$ cat src/rtl/slink_clk_switch_ctrl.sv
// Link clock switch sequencer: brings up the PHY PLL and moves the
// link clock between refclk and phy_clk without running on an unlocked PLL.
module slink_clk_switch_ctrl #(
   parameter int LOCK_TIMEOUT    = 1024,
   parameter int SETTLE_CYCLES   = 64,
   parameter int MUX_WAIT_CYCLES = 8,
   parameter int CNT_W           = 16
) (
   input  logic       clk,
   input  logic       reset,
   input  logic       phy_clk_req,
   input  logic       phy_pll_lock,
   input  logic       lock_lost_clr,
   output logic       phy_pll_en,
   output logic       use_phy_clk,
   output logic       phy_clk_active,
   output logic       lock_err,
   output logic       lock_lost,
   output logic [2:0] state
);

   typedef enum logic [2:0] {
      S_IDLE      = 3'd0,
      S_WAIT_LOCK = 3'd1,
      S_SETTLE    = 3'd2,
      S_MUX_WAIT  = 3'd3,
      S_ACTIVE    = 3'd4,
      S_REVERT    = 3'd5,
      S_ERROR     = 3'd6
   } state_t;

   localparam logic [CNT_W-1:0] LOCK_LAST   = CNT_W'(LOCK_TIMEOUT - 1);
   localparam logic [CNT_W-1:0] SETTLE_LAST = CNT_W'(SETTLE_CYCLES - 1);
   localparam logic [CNT_W-1:0] MUX_LAST    = CNT_W'(MUX_WAIT_CYCLES - 1);

   state_t           state_q;
   state_t           state_d;
   logic [CNT_W-1:0] cnt_q;
   logic [CNT_W-1:0] cnt_d;
   logic             sync1_q;
   logic             lock_s;
   logic             lock_lost_d;
   logic             pll_en_d;
   logic             use_d;
   logic             active_d;
   logic             err_d;

   // Two-flop synchronizer for the asynchronous PLL lock
   always_ff @(posedge clk) begin
      if (reset) begin
         sync1_q <= 1'b0;
         lock_s  <= 1'b0;
      end else begin
         sync1_q <= phy_pll_lock;
         lock_s  <= sync1_q;
      end
   end

   // Next-state and counter logic
   always_comb begin
      state_d = state_q;
      cnt_d   = cnt_q;
      case (state_q)
         S_IDLE: begin
            if (phy_clk_req) begin
               state_d = S_WAIT_LOCK;
               cnt_d   = '0;
            end
         end
         S_WAIT_LOCK: begin
            if (!phy_clk_req) begin
               state_d = S_IDLE;
            end else if (lock_s) begin
               state_d = S_SETTLE;
               cnt_d   = '0;
            end else if (cnt_q == LOCK_LAST) begin
               state_d = S_ERROR;
            end else begin
               cnt_d = cnt_q + 1'b1;
            end
         end
         S_SETTLE: begin
            if (!phy_clk_req) begin
               state_d = S_IDLE;
            end else if (!lock_s) begin
               state_d = S_WAIT_LOCK;
               cnt_d   = '0;
            end else if (cnt_q == SETTLE_LAST) begin
               state_d = S_MUX_WAIT;
               cnt_d   = '0;
            end else begin
               cnt_d = cnt_q + 1'b1;
            end
         end
         S_MUX_WAIT: begin
            if (!phy_clk_req || !lock_s) begin
               state_d = S_REVERT;
               cnt_d   = '0;
            end else if (cnt_q == MUX_LAST) begin
               state_d = S_ACTIVE;
            end else begin
               cnt_d = cnt_q + 1'b1;
            end
         end
         S_ACTIVE: begin
            if (!phy_clk_req || !lock_s) begin
               state_d = S_REVERT;
               cnt_d   = '0;
            end
         end
         S_REVERT: begin
            if (cnt_q == MUX_LAST) begin
               state_d = S_IDLE;
            end else begin
               cnt_d = cnt_q + 1'b1;
            end
         end
         S_ERROR: begin
            if (!phy_clk_req) begin
               state_d = S_IDLE;
            end
         end
         default: begin
            state_d = S_IDLE;
            cnt_d   = '0;
         end
      endcase
   end

   // Output decode from the next state, so registered outputs track state
   always_comb begin
      pll_en_d = state_d inside {S_WAIT_LOCK, S_SETTLE, S_MUX_WAIT,
                                 S_ACTIVE, S_REVERT};
      use_d    = state_d inside {S_MUX_WAIT, S_ACTIVE};
      active_d = (state_d == S_ACTIVE);
      err_d    = (state_d == S_ERROR);
   end

   // Sticky lock-lost flag; a new loss beats a simultaneous clear
   always_comb begin
      lock_lost_d = lock_lost;
      if (lock_lost_clr) begin
         lock_lost_d = 1'b0;
      end
      if ((state_q == S_MUX_WAIT || state_q == S_ACTIVE) && !lock_s) begin
         lock_lost_d = 1'b1;
      end
   end

   // State, counter and output registers
   always_ff @(posedge clk) begin
      if (reset) begin
         state_q        <= S_IDLE;
         cnt_q          <= '0;
         phy_pll_en     <= 1'b0;
         use_phy_clk    <= 1'b0;
         phy_clk_active <= 1'b0;
         lock_err       <= 1'b0;
         lock_lost      <= 1'b0;
      end else begin
         state_q        <= state_d;
         cnt_q          <= cnt_d;
         phy_pll_en     <= pll_en_d;
         use_phy_clk    <= use_d;
         phy_clk_active <= active_d;
         lock_err       <= err_d;
         lock_lost      <= lock_lost_d;
      end
   end

   assign state = state_q;

endmodule

$ cat config.mk
export PLATFORM = sky130hd
export DESIGN_NAME = slink_clk_switch_ctrl
export DESIGN_NICKNAME = d
export VERILOG_FILES = /design/src/rtl/slink_clk_switch_ctrl.sv
export SDC_FILE = /design/constraint.sdc
export NUM_CORES = 1
export LEC_CHECK = 0
export CELL_PAD_IN_SITES_DETAIL_PLACEMENT = 1
export CELL_PAD_IN_SITES_GLOBAL_PLACEMENT = 1
export CORE_MARGIN = 3
export CORE_UTILIZATION = 33
export DETAILED_ROUTE_END_ITERATION = 8
export PLACE_DENSITY_LB_ADDON = 0.1
export SYNTH_ARGS = -nofsm -noshare
export SYNTH_HDL_FRONTEND = slang
export SYNTH_SLANG_ARGS = --single-unit
$ cat constraint.sdc
create_clock -name clk -period 3.4 [get_ports clk]
set_clock_uncertainty 0.2 [all_clocks]
set_input_delay 0.68 -clock clk [delete_from_list [all_inputs] [get_ports clk]]
set_output_delay 0.68 -clock clk [all_outputs]
set_load 0.02 [all_outputs]
==> results of run 1 <==
-- worst max-delay path, delay by kind of cell --
| kind | cells | cell delay (ns) |
|---|---|---|
| buffers and inverters | 1 | 0.60 |
| and+or+nand+nor | 2 | 0.66 |
| AOI/OAI and AO/OA | 4 | 0.94 |
-- metrics by stage --
step | utilization | cells | hold WS, ns | power, mW
floorplan | - | 205 | 0.214 | 0.435
global placement | 0.397 | 268 | 0.230 | 0.490
detailed placement | 0.397 | 268 | 0.228 | 0.496
CTS | 0.409 | 272 | 0.252 | 0.704
global route | 0.409 | 272 | 0.270 | 0.736
finish | 0.409 | 272 | 0.252 | 0.694
-- worst min path at each step --
| stage | end | slack, ns |
|---|---|---|
| floorplan | lock_s$_SDFF_PP0_ | 0.21 |
| global placement | lock_s$_SDFF_PP0_ | 0.23 |
| detailed placement | lock_s$_SDFF_PP0_ | 0.23 |
| CTS | lock_s$_SDFF_PP0_ | 0.25 |
| global route | lock_s$_SDFF_PP0_ | 0.27 |
| finish | lock_s$_SDFF_PP0_ | 0.25 |
-- cell usage after synthesis, types with 2 or more instances --
master	count	share of area
a31oi_1	3	0.012
or4bb_1	2	0.014
or4_4	2	0.014
or2_2	2	0.0079
clkbuf_1	6	0.014
a21oi_1	19	0.060
and3_1	4	0.016
a2bb2oi_1	2	0.011
nand2_1	14	0.033
nand4_1	2	0.0079
or3b_2	2	0.011
nand2b_1	10	0.040
nor2_1	23	0.055
nor3b_1	2	0.0095
o21ai_0	15	0.047
a211oi_1	2	0.0095
or4_1	5	0.024
o31ai_1	3	0.014
o32ai_1	2	0.011
nor2b_1	9	0.036
nand3_1	7	0.022
dfxtp_1	26	0.33
inv_1	7	0.017
or3_1	3	0.012
o21bai_1	4	0.019
nor3_1	4	0.013
nand4b_1	2	0.011
-- logic make-up (layout without fill, tap and decap cells) --
logic type,after synthesis,in the layout
AOI/OAI and AO/OA,63,63
adders and majority gates,1,1
buffers and inverters,15,30
DFF,26,26
and+or+nand+nor,100,100
-- registers in the layout, summed over array words and instances (netlist names) --
signal	count
phy_clk_active	1
use_phy_clk	1
lock_lost	1
phy_pll_en	1
lock_s	1
lock_err	1
sync1_q	1
state	3
cnt_q	16
-- cells in the final DEF (no fill, tap or decap), types with 7 or more instances in the layout --
cell / synthesis / final
nor2b_1: 9 / 9
dfxtp_1: 26 / 26
buf_4: 0 / 7
o21ai_0: 15 / 15
nand2b_1: 10 / 10
nand2_1: 14 / 14
clkdlybuf4s50_1: 0 / 12
inv_1: 7 / 7
nor2_1: 23 / 23
nand3_1: 7 / 7
a21oi_1: 19 / 19
-- power by group through the flow --
stage          Clock, mW  Sequential, mW  Combinational, mW
5_1_grt            0.227           0.336              0.172
6_report           0.205           0.333              0.156
3_3_place_gp           0           0.339              0.151
4_1_cts            0.214           0.333              0.156
3_5_place_dp           0           0.340              0.156
2_1_floorplan          0           0.339             0.0959
-- metal layers --
metal	vias to the layer above	global-route usage
met1	797	0.267
met3	4	0.0214
li1	788	-
met2	20	0.303
met5	-	0
met4	0	0.0447
-- layout make-up --
type	count	share of cell area
multi-input cells	164	0.544
flip-flops and latches	26	0.282
repair buffers	19	0.0937
well taps	52	0.0353
clock buffers	4	0.0299
inverters	7	0.0143
==> flow_metrics.env, run 1 <==
export IMPL_p_clk_frac=0.296
export IMPL_tns_ns=0
export IMPL_post_cts_buffers=0
export IMPL_slew_headroom=0.622
export IMPL_timing_rr_end="cnt_q[4]$_SDFFE_PP0P_"
export IMPL_ff2ff_path_depth=6
export IMPL_swShare=0.301
export IMPL_setup_viol=0
export IMPL_clk_pin_slew_ns=0.09
export IMPL_startpoint="phy_clk_req"
export IMPL_die_h_um=75.2
export IMPL_arrival_ns=2.89
export IMPL_hold_violations=0
export IMPL_cts_sinks=26
export IMPL_antenna_found_initial=0
export IMPL_synth_seq_area_share=0.329
export IMPL_initial_utilization=0.351
export IMPL_crit_required_ns=3.39
export IMPL_synth_xor_area_share=0
export IMPL_leakage_nw=0.652
export IMPL_synth_net_count=211
export IMPL_cts_tree="done"
export IMPL_htreeDepth=1
export IMPL_grt_pass1_vias=1689
export IMPL_seq_power_share=0.479
export IMPL_ys_flop_type="dfxtp_1"
export IMPL_worst_pin_slew_ns=0.563
export IMPL_syn_inst=205
export IMPL_area_delta_synth_final_pct=16.5
export IMPL_row_count=24
export IMPL_synthArstFlopShare=0
export IMPL_grt_pass1_wl_um=8200
export IMPL_critPathSlowestCell="clkdlybuf4s50_1"
export IMPL_dieArea_um2=5660
export IMPL_yosys_area_share_simple=0.369
export IMPL_intPower_uw=485
export IMPL_rsz0062_at_grt="no"
export IMPL_layout_min_cycle_time_ns=2.90
export IMPL_synth_mux_area_frac=0
export IMPL_finalMaxSlewViolations=0
export IMPL_ctsResizeCount=0
export IMPL_cp_max_fo=9
export IMPL_dpl_hpwl_um=3480
export IMPL_combPwrFrac=0.225
export IMPL_setup_slack_ns=0.505
export IMPL_synth_area_per_cell_um2=7.71
export IMPL_slowest_delay_ns=0.60
export IMPL_drv_cap=0
export IMPL_netSwitchingPower_uw=209
export IMPL_rrSetupSlack_ns=0.53
export IMPL_status="completed"
export IMPL_max_clock_path_buffers=2
export IMPL_pre_cts_slack_ns=0.225
export IMPL_r2r_start="cnt_q[10]$_SDFFE_PP0P_"
export IMPL_viasPerCell=5.92
export IMPL_vias=1609
export IMPL_cts_root_buf="clkbuf_8"
export IMPL_max_freq_ghz=0.345
export IMPL_synth_compound_area_frac=0.258
export IMPL_clock_latency_ns=0.27
export IMPL_diodes=0
export IMPL_ff_latch_area_um2=520
export IMPL_wl_um=4690
export IMPL_synth_edf_count=0
export IMPL_hp_start="sync1_q$_SDFF_PP0_"
export IMPL_multiInputGateArea_um2=1000
export IMPL_hold_buffers=0
export IMPL_drive_gt1_frac=0.0955
export IMPL_drt_met1_wl_um=2350
export IMPL_path_cells="clkdlybuf4s50_1, nand2b_1, a21oi_1, a2bb2oi_1, o211ai_2, or3b_2, a211oi_1"
export IMPL_ys_ff_latch=26
export IMPL_grt_max_degree=18
export IMPL_holdPathStages=1
export IMPL_syn_area_um2=1580
export IMPL_final_nets=227
export IMPL_synth_top_family_by_area="simple AND/OR/NAND/NOR gates"
export IMPL_power_density_nw_per_um2=377
export IMPL_synth_cell_types=50
export IMPL_port_buffers=12
export IMPL_place_area_um2=1790
export IMPL_numCtsBuffers=3
export IMPL_dr_pass1_iters=4
export IMPL_drc=0
export IMPL_fp_coreArea_um2=4500
export IMPL_fin_crit_sh=0.852
export IMPL_drt_iter0_markers=122
export IMPL_grt_usage=0.188
export IMPL_wl_met3_um=120
export IMPL_irDropWorstVdd_uv=154
export IMPL_crit_type="in -> reg"
export IMPL_startpoint_type="primary input"
export IMPL_pin_count=13
export IMPL_yosys_warnings=0
export IMPL_route_detailed_wl_per_inst_um=17.2
export IMPL_die_x_um=75.2
export IMPL_synthAdderAreaFrac=0.00791
export IMPL_gp_congestion=0.902
export IMPL_end_kind="flop"
export IMPL_n_fill_cell=560
export IMPL_dr_max_layer_used="met4"
export IMPL_endpoint="cnt_q[7]$_SDFFE_PP0P_"
export IMPL_min_path_type="reg -> reg"
export IMPL_drtAntennaViolNets=0
export IMPL_dr_wl_met2_um=2170
export IMPL_fin_area_um2=1840
export IMPL_overflow=0
Power figures use the tool's default switching activity.
==> run 2, diff against run 1 <==
--- a/config.mk
+++ b/config.mk
@@ -7,6 +7,7 @@
 export LEC_CHECK = 0
 export CELL_PAD_IN_SITES_DETAIL_PLACEMENT = 1
 export CELL_PAD_IN_SITES_GLOBAL_PLACEMENT = 1
+export CORE_ASPECT_RATIO = 0.6
 export CORE_MARGIN = 3
 export CORE_UTILIZATION = 33
 export DETAILED_ROUTE_END_ITERATION = 8
==> flow_metrics.env, run 2 (synthesis gave the netlist of run 1 again) <==
export IMPL_diodes=0
export IMPL_final_cells=279
export IMPL_htreeDepth=1
export IMPL_leakage_nw=0.654
export IMPL_route_detailed_wl_per_inst_um=18.0
export IMPL_regMostFlops="cnt_q"
export IMPL_fp_coreArea_um2=4350
export IMPL_grt_pass1_wl_um=8560
export IMPL_max_freq_ghz=0.332
export IMPL_overflow=0
export IMPL_place_area_um2=1790
export IMPL_numCtsBuffers=3
export IMPL_crit_required_ns=3.39
export IMPL_max_clock_path_buffers=2
export IMPL_holdPathStages=1
export IMPL_clk_pin_slew_ns=0.10
export IMPL_layout_min_cycle_time_ns=3.02
export IMPL_pre_cts_slack_ns=0.187
export IMPL_arrival_ns=3.00
export IMPL_layout_common_cells="dfxtp_1, nor2_1, a21oi_1"
export IMPL_vias=1622
export IMPL_rsz0062_at_grt="no"
export IMPL_ff2ff_path_depth=7
export IMPL_initial_utilization=0.364
export IMPL_layout_commonest_cell="dfxtp_1"
export IMPL_drtAntennaViolNets=0
export IMPL_min_to="lock_s$_SDFF_PP0_"
export IMPL_drt_iter0_markers=87
export IMPL_power_density_nw_per_um2=406
export IMPL_worst_pin_slew_ns=0.586
export IMPL_dpl_hpwl_um=3680
export IMPL_cts_tree="done"
export IMPL_slew_headroom=0.606
export IMPL_final_nets=226
export IMPL_drive_gt1_frac=0.0913
export IMPL_gp_congestion=0.882
export IMPL_wl_um=5030
export IMPL_setup_slack_ns=0.385
export IMPL_grt_max_degree=18
export IMPL_area_delta_synth_final_pct=17.7
export IMPL_row_count=18
export IMPL_die_h_um=59.6
export IMPL_grt_usage=0.196
export IMPL_hp_start="sync1_q$_SDFF_PP0_"
export IMPL_grt_pass1_vias=1660
export IMPL_setup_viol=0
export IMPL_dr_pass1_iters=4
export IMPL_drv_cap=0
export IMPL_largest_reg_flops=16
export IMPL_timing_rr_end="use_phy_clk$_SDFF_PP0_"
export IMPL_irDropWorstVdd_uv=208
export IMPL_cts_root_buf="clkbuf_8"
export IMPL_fin_crit_sh=0.887
export IMPL_status="completed"
export IMPL_viasPerCell=5.81
export IMPL_cts_sinks=26
export IMPL_crit_type="reg -> reg"
export IMPL_n_fill_cell=533
export IMPL_startpoint_type="flop"
export IMPL_holdWs_ns=0.257
export IMPL_r2r_start="cnt_q[0]$_SDFFE_PP0P_"
export IMPL_post_cts_buffers=0
export IMPL_hold_violations=0
export IMPL_hold_buffers=0
export IMPL_antenna_found_initial=0
export IMPL_port_buffers=12
export IMPL_drc=0
export IMPL_clock_latency_ns=0.27
export IMPL_cp_max_fo=6
export IMPL_rrSetupSlack_ns=0.38
export IMPL_finalMaxSlewViolations=0
export IMPL_dieArea_um2=5690
export IMPL_die_x_um=95.4
export IMPL_end_kind="flop"
export IMPL_fin_area_um2=1860
export IMPL_tns_ns=0
export IMPL_min_path_type="reg -> reg"
export IMPL_placed_cells=275
export IMPL_ctsResizeCount=0
export IMPL_pin_count=13
[run 2: changes by cell type in the layout (fill, tap and decap cells not counted)]
cell and change:
bufinv_16 +1, buf_4 -1, clkbuf_8 -1
[run 2: critical path, stage by stage, from the launching register on]
cell	delay [ns]
dfxtp_1	0.40
ha_1	0.32
or4bb_1	0.50
nor4_2	0.54
o21ai_0	0.15
a21oi_1	0.49
nand4b_1	0.22
o31ai_1	0.12
[run 2: final cells by class]
cell class                 count  area [um^2]  share of cell area
timing repair buffer          18          165              0.0887
clock buffer                   3         41.3              0.0222
clock inverter                 1         30.0              0.0161
multi-input combinational    164         1000               0.539
tap                           60         75.1              0.0403
sequential                    26          520               0.280
inverter                       7         26.3              0.0141
[run 2: routing by layer]
layer / global-route usage / part of all wire / routed length, um / up-vias
met2: 0.292 / 0.40 / 2010 / 28
li1: - / - / - / 786
met5: 0 / 0 / 0 / -
met4: 0.0263 / 0.0034 / 17 / 0
met1: 0.303 / 0.56 / 2840 / 806
met3: 0.0292 / 0.033 / 166 / 2
[run 2: how the worst max path moves through the flow]
stage | startpoint | end | slack (ns)
6_report | cnt_q[0]$_SDFFE_PP0P_ | use_phy_clk$_SDFF_PP0_ | 0.38
3_3_place_gp | phy_clk_req | cnt_q[7]$_SDFFE_PP0P_ | 0.33
5_1_grt | cnt_q[0]$_SDFFE_PP0P_ | use_phy_clk$_SDFF_PP0_ | 0.16
4_1_cts | cnt_q[0]$_SDFFE_PP0P_ | use_phy_clk$_SDFF_PP0_ | 0.44
3_5_place_dp | phy_clk_req | cnt_q[7]$_SDFFE_PP0P_ | 0.19
2_1_floorplan | cnt_q[10]$_SDFFE_PP0P_ | cnt_q[7]$_SDFFE_PP0P_ | 0.89
[run 2: where the power goes]
| group | leakage, nW | switching, mW | internal [mW] | total [mW] |
|---|---|---|---|---|
| Clock | 0.0357 | 0.106 | 0.158 | 0.263 |
| Sequential | 0.211 | 0.0187 | 0.315 | 0.334 |
| Combinational | 0.407 | 0.0926 | 0.0655 | 0.158 |
[run 2: per-stage QoR]
step | power, mW | util
global placement | 0.491 | 0.412
global route | 0.797 | 0.428
finish | 0.755 | 0.428
floorplan | 0.435 | -
detailed placement | 0.497 | 0.412
CTS | 0.758 | 0.428
